## src/rtl/attn_score_requant.sv

```systemverilog
// attn_score_requant: scales QK^T score tiles by 1/sqrt(d_k) with round-half-up and saturation,
// and tracks the running per-row maximum so softmax can subtract it on the row's last tile.
module attn_score_requant #(
    parameter int WIDTH_IN    = 32,
    parameter int FRAC_IN     = 16,
    parameter int WIDTH_OUT   = 16,
    parameter int FRAC_OUT    = 8,
    parameter int BLOCK_SIZE  = 2,
    parameter int SCALE_SHIFT = 1
) (
    input  logic                                     clk,
    input  logic                                     rst_n,
    input  logic                                     in_valid,
    output logic                                     in_ready,
    input  logic [BLOCK_SIZE*BLOCK_SIZE*WIDTH_IN-1:0]  in_data,
    input  logic                                     in_last,
    output logic                                     out_valid,
    input  logic                                     out_ready,
    output logic [BLOCK_SIZE*BLOCK_SIZE*WIDTH_OUT-1:0] out_data,
    output logic                                     out_last,
    output logic                                     out_sat,
    output logic [BLOCK_SIZE*WIDTH_OUT-1:0]            out_row_max
);
    localparam int LANES = BLOCK_SIZE * BLOCK_SIZE;
    localparam int S     = FRAC_IN - FRAC_OUT + SCALE_SHIFT;
    localparam int TW    = WIDTH_IN + 1;
    localparam logic signed [TW-1:0] RND = {{(TW-1){1'b0}}, 1'b1} << (S - 1);
    localparam logic signed [TW-1:0] HI  = {{(TW-WIDTH_OUT+1){1'b0}}, {(WIDTH_OUT-1){1'b1}}};
    localparam logic signed [TW-1:0] LO  = {{(TW-WIDTH_OUT+1){1'b1}}, {(WIDTH_OUT-1){1'b0}}};
    localparam logic signed [WIDTH_OUT-1:0] QMIN = {1'b1, {(WIDTH_OUT-1){1'b0}}};
    localparam logic signed [WIDTH_OUT-1:0] QMAX = ~QMIN;

    if (S < 1) begin : g_bad_shift
        $error("attn_score_requant: FRAC_IN - FRAC_OUT + SCALE_SHIFT must be at least 1");
    end

    logic signed [TW-1:0]        rnd  [LANES];
    logic signed [TW-1:0]        s1   [LANES];
    logic signed [WIDTH_OUT-1:0] q    [LANES];
    logic signed [WIDTH_OUT-1:0] acc  [BLOCK_SIZE];
    logic signed [WIDTH_OUT-1:0] rmax [BLOCK_SIZE];
    logic v1, l1, ld1, ld2, sat_any;

    assign ld2      = !out_valid || out_ready;
    assign ld1      = !v1 || ld2;
    assign in_ready = ld1;

    // One extra bit of headroom keeps the rounding add from wrapping.
    always_comb begin
        for (int k = 0; k < LANES; k++)
            rnd[k] = (TW'($signed(in_data[k*WIDTH_IN +: WIDTH_IN])) + RND) >>> S;
    end

    always_comb begin
        sat_any = 1'b0;
        for (int k = 0; k < LANES; k++) begin
            q[k]    = s1[k] > HI ? QMAX : s1[k] < LO ? QMIN : s1[k][WIDTH_OUT-1:0];
            sat_any = sat_any || s1[k] > HI || s1[k] < LO;
        end
        for (int r = 0; r < BLOCK_SIZE; r++) begin
            rmax[r] = acc[r];
            for (int c = 0; c < BLOCK_SIZE; c++)
                rmax[r] = q[r*BLOCK_SIZE+c] > rmax[r] ? q[r*BLOCK_SIZE+c] : rmax[r];
        end
    end

    always_ff @(posedge clk or negedge rst_n) begin
        if (!rst_n) begin
            v1 <= 1'b0;
            l1 <= 1'b0;
            for (int k = 0; k < LANES; k++) s1[k] <= '0;
        end else if (ld1) begin
            v1 <= in_valid;
            l1 <= in_last;
            for (int k = 0; k < LANES; k++) s1[k] <= rnd[k];
        end
    end

    // The accumulator only moves on real beats, so bubbles never disturb a row group.
    always_ff @(posedge clk or negedge rst_n) begin
        if (!rst_n) begin
            out_valid   <= 1'b0;
            out_data    <= '0;
            out_last    <= 1'b0;
            out_sat     <= 1'b0;
            out_row_max <= '0;
            for (int r = 0; r < BLOCK_SIZE; r++) acc[r] <= QMIN;
        end else if (ld2) begin
            out_valid <= v1;
            if (v1) begin
                out_last <= l1;
                out_sat  <= sat_any;
                for (int k = 0; k < LANES; k++) out_data[k*WIDTH_OUT +: WIDTH_OUT] <= q[k];
                for (int r = 0; r < BLOCK_SIZE; r++) begin
                    out_row_max[r*WIDTH_OUT +: WIDTH_OUT] <= l1 ? rmax[r] : '0;
                    acc[r] <= l1 ? QMIN : rmax[r];
                end
            end
        end
    end
endmodule

```

## config.mk

```make
export PLATFORM = sky130hd
export DESIGN_NAME = attn_score_requant
export DESIGN_NICKNAME = d
export VERILOG_FILES = /design/src/rtl/attn_score_requant.sv
export SDC_FILE = /design/constraint.sdc
export NUM_CORES = 1
export LEC_CHECK = 0
export ABC_CLOCK_PERIOD_IN_PS = 5800
export BUFFER_PORTS_ARGS = -buffer_cell sky130_fd_sc_hd__buf_2
export CORE_ASPECT_RATIO = 1.2
export CORE_UTILIZATION = 50
export DETAILED_ROUTE_END_ITERATION = 7
export GPL_TIMING_DRIVEN = 1
export PLACE_DENSITY = 0.75
export REMOVE_ABC_BUFFERS = 1
export SLEW_MARGIN = 15
export SYNTH_ARGS = -nofsm -noshare
export SYNTH_HDL_FRONTEND = slang
export SYNTH_SLANG_ARGS = --single-unit
```

## constraint.sdc

```tcl
create_clock -name clk -period 5.8 [get_ports clk]
set_clock_uncertainty 0.15 [all_clocks]
set_input_delay 1.16 -clock clk [delete_from_list [all_inputs] [get_ports clk]]
set_output_delay 1.16 -clock clk [all_outputs]
set_load 0.02 [all_outputs]
```

==> After elaboration in Yosys (flattened, before gate mapping) <==
Index checks and enable logic that the tools add are counted.
{ "totals": {"mem_bits_ro": 0, "latch_bits": 0, "output_inout_bits": 100, "mem_count": 0, "ramBits": 0, "register_bits": 229, "elab_cells": 57, "input_bits": 133} }
{ "classes": {"n_div": 0, "n_eq_ne": 0, "mul": 0, "n_mux": 16, "magnitude_cmp": 12, "n_bitwise": 0, "n_shift": 0, "n_addsub": 4, "n_reduce_logical": 12} }
{ "ops": {"columns": ["cell", "n"], "rows": [
  ["$mux 16", 16],
  ["$add 32x10->33 const B", 4],
  ["$gt 24x16->1 const B", 4],
  ["$lt 24x16->1 const B", 4],
  ["$gt 16x16->1", 4],
  ["$logic_or 1x1->1", 9],
  ["$logic_not 1->1", 2],
  ["$reduce_and 2->1", 1]
]} }

==> Logic depth before layout (Yosys ltp) <==
{ "depth": {"depth_word": 8, "depth_mapped": 24, "ltp_nobuf": 19} }

==> Worst setup path before layout <==
No wires, ideal clock.
{ "synth_timing": {"path_type": "register to register", "start": "register s1[118] in the netlist's numbering", "end": "register acc[29] in the netlist's numbering", "n_path_buf": 5, "path_slack_ns": 0.265, "synth_period_minus_slack_ns": 5.535, "required_ns": 5.549, "stages_incl_launch_ff": 23, "t_arrival_ns": 5.285, "setup_time_ns": 0.101, "path_cell_list": "dfrtp_1 -> nor4_1 -> a21oi_1 -> clkbuf_1 -> o21a_1 -> ha_1 -> nand4_2 -> or4_4 -> and2_1 -> buf_6 -> a21o_1 -> buf_2 -> buf_1 -> a21oi_1 -> ha_1 -> a21o_1 -> a21oi_1 -> o221ai_1 -> a221o_1 -> mux2i_2 -> buf_2 -> a211oi_1 -> o32ai_1"} }
{ "synth_rtl": {"columns": ["item", "line", "rtl"], "rows": [
  ["start: declaration", "38", "logic signed [TW-1:0] s1 [LANES];"],
  ["end signal: indexed assignment", "96", "acc[r] <= l1 ? QMIN : rmax[r];"],
  ["end: declaration", "40", "logic signed [WIDTH_OUT-1:0] acc [BLOCK_SIZE];"]
]} }

==> metrics.md <==
| Metric | Value |
|---|---|
| Outcome | `finished clean` |
| H-tree levels | `1` |
| Combinational power share | `~50%` |
| Post-DP HPWL | `26100 µm` |
| PwrDens | `482 nW/µm²` |
| Gr ovfl total | `0` |
| Total track usage | `27.3%` |
| Syn Inst Count | `approximately 1400` |
| Wire per inst | `18.0 µm` |
| Endpoints failing hold | `0` |
| Vias/cell | `5.76` |
| Nets | `~1900` |
| Yosys reg bits | `roughly 230` |
| FF-to-FF End | `out_row_max[16]` |
| Hold Crit Depth | `2` |
| Worst EP arrival | `5870 ps` |
| Syn avg cell area | `9.07 µm²` |
| Fill count | `2221` |
| Crit-path max FO | `18` |
| Final WS setup | `239 ps` |
| Syn. warnings | `0` |
| Drt pass-1 iters | `5` |
| Pin count of the biggest net entering global routing | `118` |
| Sw Share | `41.2%` |
| Bufs and invs on worst path | `4` |
| Worst Path Required | `6110 ps` |
| TritonCTS Sinks | `229` |
| Ys async rst share | `100%` |
| Clock Power Share | `21.0%` |
| Netlist cell types | `60` |
| Clock buffer count from CTS | `25` |
| Fin crit share | `95.9%` |
| Rows | `64` |
| CP Capture Type | `flop` |
| Core Area | `between 20000 and 30000 µm²` |
| Deepest clock path buffer count | `3` |
| Die height | `roughly 180 µm` |
| Vias | `11600` |
| Hold buffer count at CTS | `0` |
| Total power | `0.00760 W` |
| Die ar. | `26900 µm²` |
| Initial core utilization | `between 50 and 60%` |
| Synthesis-to-finish area growth | `20.3%` |
| Max cap viols | `0` |
| Cell chain of the critical path | `nor4_2 -> a21oi_2 -> buf_12 -> nor2_1 -> nor2_2 -> ha_1 -> a21oi_1 -> a21oi_1 -> a311o_1 -> o311a_1 -> or2_1 -> buf_12 -> mux2i_2 -> ha_1 -> a21oi_1 -> a21boi_0 -> o31a_1 -> o31a_1 -> clkbuf_16 -> buf_4 -> a221oi_2 -> a22o_1` |
| Fmax | `180 MHz` |
| Antenna viol nets, final | `0` |
| Reg-to-reg setup timing slack | `240 ps` |
| Remaining DRCs | `0` |
| CP max-delay cell | `dfrtp_1` |
| Top delay family on crit path | `compound AO/OA/AOI/OAI gates` |
| Layout cell share with drive strength beyond 1 | `between 20% and 30%` |
| Number of global-route vias before repair | `11500` |
| I/O Pins | `233` |
| Critical path endpoint | `out_row_max[16]` |
| Die extent in x | `150 µm` |
| Reg2reg path depth | `22` |
| Max incr delay on CP | `400 ps` |
| First-pass GRT wire length | `58600 µm` |
| Worst-path clk slew | `60 ps` |
| Sequential share of the synthesized area | `between 40% and 50%` |
| Buffers on Ports | `200` |
| Tmin final | `5560 ps` |
| Total length of routed wires | `between 30000 and 40000 µm` |
| Actual slew at the worst max-slew pin | `1160 ps` |
| Post-synth EDFFs | `0` |
| Hold crit path type | `flop to flop` |
| Maximum vdd ir drop | `0.000238 V` |
| Final hold slack | `316 ps` |
| Mapped cell area | `13100 µm²` |
| Initial antenna violation count | `1` |
| End-of-flow core utilization | `61.6%` |
| Setup TNS | `0 ps` |
| Iter 0 DRT Violations | `688` |
| Max-slew violation count | `0` |
| Most used DFF post-synth | `dfrtp_1` |
| Worst Setup SP | `s1[52]` |
| Worst slack at placement | `171 ps` |
| Sw power | `between 0.003 and 0.004 W` |
| Worst-skew pair later-pin latency | `530 ps` |
| Leak | `7.17 nW` |
| Root Buffer | `clkbuf_16` |
| Worst setup path class | `flop to flop` |
| CP dominant cell by count | `a21oi_1` |
| Power Internal | `0.00447 W` |
| Worst Setup Start Kind | `flop` |
| Final setup fails | `0` |
| GP Congestion | `0.898` |
| R2R Path Start | `s1[52]` |
| CTS tree | `built` |
| Worst path depth | `22` |
| Max_slew headroom | `21.9%` |
| Sequential share of power | `29.6%` |
[synthesized netlist by cell type, drive strengths merged, types with 2 or more instances]
cell type	count	area [µm²]
nand3	34	170
a221oi	2	23.8
nor2b	6	37.5
buf	18	103
o31ai	18	135
o31a	3	26.3
nor4	18	119
mux2	27	304
or2	2	12.5
inv	54	203
o22ai	5	31.3
mux2i	13	153
a31o	6	52.6
nor2	80	300
a21oi	42	210
xor2	45	394
clkbuf	59	221
o311ai	3	26.3
nand4	37	238
o21a	42	315
nand2b	5	31.3
o32ai	14	123
a211oi	31	288
o211ai	10	80.1
a221o	5	50.1
or4	4	33.8
a32oi	16	140
a21boi	3	22.5
and3	17	106
and2	8	50.1
o211a	3	30.0
a22o	8	70.1
dfrtp	227	5680
nor3	6	30.0
a21o	6	45.0
ha	68	851
xnor2	43	377
dfstp	2	52.6
o21ai	139	696
and4	11	96.3
nand2	299	1120
[cells in the final DEF, fill, tap and decap left out, types with 6 or more instances in the layout]
cell	instances
nor2b_1	6
nor4_1	11
mux2i_2	7
mux2i_1	6
and3_1	17
clkinv_2	9
and4_1	10
inv_1	53
a32oi_1	16
nor3_1	6
o31ai_1	18
buf_2	199
a22o_1	8
o32ai_1	14
nand4_1	36
nand3_1	34
xor2_1	45
mux2_2	27
ha_1	68
a211oi_1	20
a31o_2	6
o21ai_1	20
nor2_1	77
o211ai_1	9
o21ai_0	118
o21a_1	42
xnor2_1	43
dfrtp_1	227
a21o_1	6
nand2_1	298
a21oi_1	41
a211oi_2	11
buf_4	71
clkbuf_16	26
and2_1	7
[tightest hold or removal path: cells and delay by family, from the launching register on]
family        cells  cell delay [ps]
flops             1              330
simple gates      2              100
[final cells by class]
| class | count | area (µm²) | area share [%] |
|---|---|---|---|
| diodes | 1 | 2.50 | 0.0159 |
| clock buffers | 32 | 702 | 4.45 |
| clock inverters | 13 | 120 | 0.761 |
| inverters | 55 | 206 | 1.31 |
| multi-input cells | 1086 | 6950 | 44.1 |
| flip-flops and latches | 229 | 5730 | 36.3 |
| well taps | 330 | 413 | 2.62 |
| repair buffers | 276 | 1650 | 10.5 |
[flip-flops by register name, summed over array words and instances, names as in the netlist]
name         count
s1              96
out_data        64
acc             32
out_row_max     32
l1               1
out_last         1
out_sat          1
out_valid        1
v1               1
[metrics by stage]
step	cells	cell area, µm²
final	2022	15800
after global routing	2022	15800
after CTS	2018	15700
after detailed placement	1973	14800
after global placement	1973	14800
after floorplan	1370	12800
[timing repair]
item	4_1_cts	5_1_grt
buffers inserted	0	2
endpoints found under the hold margin	0	0
gates resized for setup	0	18
setup endpoints to repair	0	63
[cell families after synthesis]
logic type / after synthesis / synth area share, %
flip-flops: 229 / 43.7
multiplexers: 40 / 3.48
XOR/XNOR: 88 / 5.87
adder cells (fa/ha/maj): 68 / 6.48
AND/OR/NAND/NOR: 527 / 17.9
AO/OA/AOI/OAI: 363 / 18.5
buffers and inverters: 132 / 4.04
[power groups by stage]
stage / clock network, W / registers, W / logic, W
final: 0.00159 / 0.00225 / 0.00376
after global routing: 0.00167 / 0.00230 / 0.00409
after floorplan: 0 / 0.00248 / 0.00203
after global placement: 0 / 0.00225 / 0.00351
after CTS: 0.00161 / 0.00224 / 0.00362
after detailed placement: 0 / 0.00227 / 0.00360
[metal layers]
layer  GRT usage [%]  routed length, µm  share of wire (%)
met2            45.2              17600                 48
met3            3.60               2050                5.6
met4            10.4               1210                3.3
met1            36.2              15500                 43
met5               0                  0                  0
[worst min-delay path by stage]
| stage | from | to |
|---|---|---|
| final | out_last | out_last |
| after global routing | out_data[37] | out_data[37] |
| after CTS | out_data[11] | out_data[11] |
| after detailed placement | s1[33] | s1[33] |
| after global placement | s1[99] | s1[99] |
| after floorplan | s1[0] | s1[0] |
Note: power is estimated with default switching activity, not from simulation.
